===== config.mk =====
export PLATFORM = sky130hd
export DESIGN_NAME = hazard_unit
export DESIGN_NICKNAME = d
export VERILOG_FILES = /design/src/rtl/hazard_unit.sv
export SDC_FILE = /design/constraint.sdc
export NUM_CORES = 1
export LEC_CHECK = 0
export BUFFER_PORTS_ARGS = -buffer_cell sky130_fd_sc_hd__clkbuf_2
export CORE_ASPECT_RATIO = 0.75
export CORE_UTILIZATION = 53
export DETAILED_ROUTE_END_ITERATION = 12
export PLACE_DENSITY_LB_ADDON = 0.12
export SETUP_SLACK_MARGIN = 0.1
export SLEW_MARGIN = 40
export SYNTH_ARGS = -nofsm -noshare
export SYNTH_HDL_FRONTEND = slang
export SYNTH_SLANG_ARGS = --single-unit

===== constraint.sdc =====
create_clock -name clk -period 4.9 [get_ports clk]
set_input_delay 1.47 -clock clk [delete_from_list [all_inputs] [get_ports clk]]
set_output_delay 1.47 -clock clk [all_outputs]
set_load 0.03 [all_outputs]

===== src/rtl/hazard_unit.sv =====
// hazard_unit
// Hazard and forwarding controller for a 3-stage RV32I pipeline
// (Fetch, Decode/Execute, Memory/Writeback).
//
// Ports:
//   clk, rst        clock; synchronous active-high reset
//   Rs1DE, Rs2DE    source registers of the DE instruction
//   RdDE            destination register of the DE instruction
//   UseRs1DE/2DE    DE instruction actually reads rs1 / rs2
//   RegWriteDE      DE instruction writes rd
//   MemReadDE       DE instruction is a load
//   BranchTakenDE   DE branch/jump resolved taken
//   ForwardAE/BE    DE operand select: 1 = MW ALU result, 0 = register file
//   StallF          hold PC
//   StallDE         hold F/DE register
//   FlushDE         clear F/DE register at next edge
//   BubbleMW        insert NOP into DE/MW register at next edge
//   StallCount      saturating count of load-use stall cycles
module hazard_unit #(
    parameter int REG_AW = 5,
    parameter int CNT_W  = 16
) (
    input  logic              clk,
    input  logic              rst,
    input  logic [REG_AW-1:0] Rs1DE,
    input  logic [REG_AW-1:0] Rs2DE,
    input  logic [REG_AW-1:0] RdDE,
    input  logic              UseRs1DE,
    input  logic              UseRs2DE,
    input  logic              RegWriteDE,
    input  logic              MemReadDE,
    input  logic              BranchTakenDE,
    output logic              ForwardAE,
    output logic              ForwardBE,
    output logic              StallF,
    output logic              StallDE,
    output logic              FlushDE,
    output logic              BubbleMW,
    output logic [CNT_W-1:0]  StallCount
);

    localparam logic [0:0] RUN   = 1'b0;
    localparam logic [0:0] STALL = 1'b1;

    // Counter increment that sticks at all-ones instead of wrapping.
    function automatic logic [CNT_W-1:0] sat_inc(input logic [CNT_W-1:0] c);
        if (&c)
            return c;
        else
            return c + CNT_W'(1);
    endfunction

    // MW-stage tracker and control state
    logic [REG_AW-1:0] rd_mw_p1;
    logic              regwr_mw_p1;
    logic              load_mw_p1;
    logic              squash_p1;
    logic [0:0]        state_p1;
    logic [CNT_W-1:0]  cnt_p1;

    logic v_de, w_de, l_de;
    logic hit1, hit2, lu, flush;

    // A wrong-path DE instruction is treated as a non-writing, non-reading op.
    assign v_de = ~squash_p1;
    assign w_de = RegWriteDE & v_de;
    assign l_de = MemReadDE & v_de;

    // x0 is never a forwarding source: the rd != 0 term guards it.
    assign hit1 = regwr_mw_p1 & (rd_mw_p1 != '0) & (Rs1DE == rd_mw_p1) & UseRs1DE & v_de;
    assign hit2 = regwr_mw_p1 & (rd_mw_p1 != '0) & (Rs2DE == rd_mw_p1) & UseRs2DE & v_de;

    // In STALL the load has already written the RF, so no second stall.
    assign lu    = (hit1 | hit2) & load_mw_p1 & (state_p1 == RUN);
    // Load-use wins over a taken branch; the branch re-resolves next cycle.
    assign flush = BranchTakenDE & v_de & ~lu;

    assign ForwardAE  = hit1 & ~load_mw_p1;
    assign ForwardBE  = hit2 & ~load_mw_p1;
    assign StallF     = lu;
    assign StallDE    = lu;
    assign BubbleMW   = lu;
    assign FlushDE    = flush;
    assign StallCount = cnt_p1;

    // DE -> MW boundary
    always_ff @(posedge clk) begin
        if (rst) begin
            rd_mw_p1    <= '0;
            regwr_mw_p1 <= 1'b0;
            load_mw_p1  <= 1'b0;
            squash_p1   <= 1'b0;
            state_p1    <= RUN;
            cnt_p1      <= '0;
        end else begin
            state_p1  <= lu ? STALL : RUN;
            squash_p1 <= flush;
            if (lu) begin
                rd_mw_p1    <= '0;
                regwr_mw_p1 <= 1'b0;
                load_mw_p1  <= 1'b0;
                cnt_p1      <= sat_inc(cnt_p1);
            end else begin
                rd_mw_p1    <= RdDE;
                regwr_mw_p1 <= w_de;
                load_mw_p1  <= l_de;
            end
        end
    end

endmodule


==> impl_metrics.py <==
metrics = {
    "timing": {
        "setup_tns_ns": 0,
        "worst_slew_margin_rel_pct": 57.4,
        "rsz0062_at_grt": "no",
        "slew_viol_final": 0,
        "worst_pin_slew_ns": 0.633,
        "max_freq_ghz": 0.239,
        "finalHoldViolations": 0,
        "holdWs_ns": 0.515,
        "min_period_ns": 4.19,
        "finClkSkew_ns": 0.00212,
        "finalCritPeriodShare_pct": 85.4,
        "setup_violations": 0,
    },
    "detailed_routing": {
        "drt-vias-per-instance": 5.40,
        "drt_iter0_drc": 47,
        "wl_met1_um": 1350,
        "drcViolationCount": 0,
        "top_layer_used": "met4",
        "ant_nets": 0,
        "detail_route.wl_per_cell_um": 11.9,
        "first_pass_iters": 4,
        "wirelength_um": 2650,
        "route.met2.wl_um": 1190,
        "route.met3.wl_um": 101,
        "vias": 1204,
    },
    "floorplan": {
        "io_pins": 44,
        "die-area_mm2": 0.00262,
        "rows": 15,
        "start_util_pct": 56.0,
        "coreArea_mm2": 0.00229,
        "dieWidth_um": 58.8,
        "fp.dieH_um": 44.6,
    },
    "setup_path": {
        "critical_path_depth": 6,
        "critPathBufInv": 2,
        "endpoint_kind": "primary output",
        "rr_worst_depth": 7,
        "cp_common_cell": "clkbuf_2",
        "cp-start-kind": "input port",
        "crit_chain": "clkbuf_2, xor2_1, nor4_1, and3_2, nor4b_1, clkbuf_2",
        "critPathMaxFanout": 3,
        "slowest_delay_ns": 0.27,
        "slowest_stage": "nor4_1",
        "criticalPathCategory": "input port to primary output",
        "critPathArrivalTime_ns": 2.72,
        "worst_ep_required_time_ns": 3.43,
        "path_delay_family": "simple AND/OR/NAND/NOR gates",
        "r2r_slack_ns": 2.82,
    },
    "final_layout": {
        "area_growth_syn_to_layout_pct": 19.5,
        "final_layout_size_suffix_gt1_share_pct": 31.2,
        "num_antenna_cells": 0,
        "nNetsFinal": 213,
    },
    "clock_tree": {
        "clockBufferDepth": 2,
        "cts_tree": "built",
        "hold_buffers": 0,
        "numCtsBuffers": 3,
        "cts_num_sinks": 25,
        "cts_setup_buffers": 0,
        "cts_root_buf": "clkbuf_4",
        "worstSkewPairLatency_ns": 0.32,
        "cts-resized-gates": 0,
        "clkSlewWorstSetupHoldPaths_ns": 0.13,
        "h-tree-depth": 1,
    },
    "placement": {
        "gp_congestion": 0.783,
        "numPortBuffers": 43,
        "hpwl_um": 2010,
    },
    "synthesis": {
        "syn_area_mm2": 0.00128,
        "synthCells": 148,
        "yosysSeqAreaShare_pct": 39.0,
        "synth-simple-area-share_pct": 32.5,
        "syn_nets": 171,
        "synth_top_cell_area_share_pct": 39.0,
        "synth_warnings": 0,
        "synth_seq_cells": 25,
        "synth_mux_area_share_pct": 1.66,
        "synth_top_family_by_area": "simple AND/OR/NAND/NOR gates",
        "synth_area_per_cell_um2": 8.67,
        "synth.largest_area_cell": "dfxtp_1",
        "synth_cell_type_count": 40,
        "synth-edff-count": 0,
        "synth_compound_area_share_pct": 15.0,
        "synthAdderAreaFrac_pct": 0.976,
        "async_flop_share_pct": 0,
        "synth_xor_area_share_pct": 6.83,
        "synth_area_leaders": "dfxtp_1 39%, xor2_1 5.5%, a21oi_1 5.1%",
        "synth_ff_type": "dfxtp_1",
    },
    "global_routing": {
        "grt_max_degree": 22,
        "gr-total-overflow": 0,
        "antenna_found_initial": 0,
        "grt_pass1_vias": 954,
        "grt_use_total_pct": 20.7,
        "grt_first_pass_wirelength_um": 4110,
    },
    "pwr": {
        "p_total_mw": 0.332,
        "cellLeakagePower_nw": 0.616,
        "ir_drop_mv": 0.167,
        "power.density_mw_per_mm2": 217,
    },
    "hold_path": {
        "hold_class": "flip-flop to flip-flop",
        "min_path_cells": 2,
    },
    "run": {
        "max_cap_violations": 0,
    },
    "run_status": {
        "outcome": "finished, final reports clean",
    },
}
## report_power, final
part	leakage, nW	switching [mW]	internal (mW)
registers	0.203	0.00366	0.207
logic	0.398	0.0141	0.0152
clock network	0.0150	0.0602	0.0319
## flip-flops by register name (all words and copies together) (netlist names)
name / cells
StallCount: 16
load_mw_p1: 1
rd_mw_p1: 5
regwr_mw_p1: 1
squash_p1: 1
state_p1: 1
## worst min-delay path, stage by stage, from the launching register on
cell,delay [ns]
dfxtp_1,0.35
o21ai_0,0.07
a21oi_1,0.06
## Yosys cell counts (3+ instances only)
cell,instances
nor4_1,3
nor2_1,8
nand2_1,7
nand4_1,4
nand3_1,8
nor3_1,4
nand2b_1,4
or3_1,9
xor2_1,8
o21ai_0,11
and2_1,6
a21oi_1,13
dfxtp_1,25
## cells in the final DEF (no fill, tap or decap), types with 6 or more instances in the layout
| cell type | instances |
|---|---|
| nand3_1 | 8 |
| dfxtp_1 | 25 |
| clkbuf_2 | 43 |
| and2_1 | 6 |
| a21oi_1 | 13 |
| nor2_1 | 7 |
| xor2_1 | 8 |
| o21ai_0 | 11 |
| or3_1 | 9 |
| nand2_1 | 7 |
## final timing paths
check	from	endpoint
worst max-delay path	Rs2DE[3]	ForwardBE
worst min-delay path	StallCount[9]$_SDFFE_PP0P_	StallCount[9]$_SDFFE_PP0P_
worst max register to register	rd_mw_p1[0]$_SDFF_PP0_	StallCount[15]$_SDFFE_PP0P_
worst min register to register	StallCount[9]$_SDFFE_PP0P_	StallCount[9]$_SDFFE_PP0P_
## cell type report
cell class / count / area [µm²]
clock buffer: 4 / 26.3
fill: 199 / 757
inverter: 2 / 7.51
multi-input combinational: 114 / 733
sequential: 25 / 500
tap: 34 / 42.5
timing repair buffer: 44 / 223
## layer usage
layer | vias up | global-route usage [%]
met3 | 2 | 5.56
met2 | 30 | 34.1
met4 | 0 | 4.76
li1 | 623 | -
met1 | 549 | 27.4
met5 | - | 0
## kinds of logic after synthesis
group	after synthesis
AND/OR/NAND/NOR	70
AO/OA/AOI/OAI	31
flip-flops	25
XOR/XNOR	10
buffers and inverters	9
multiplexers	2
adder cells (fa/ha/maj)	1
## metrics by stage
stage                     area [µm²]  util, %  setup WS (ns)  std cells
after floorplan                 1280        -          0.353        148
after global placement          1500     65.7          0.743        219
after detailed placement        1500     65.7          0.723        219
after CTS                       1530     66.8          0.713        223
after global routing            1530     66.9          0.594        223
final                           1530     66.9          0.713        223
Power figures use the tool's default switching activity.
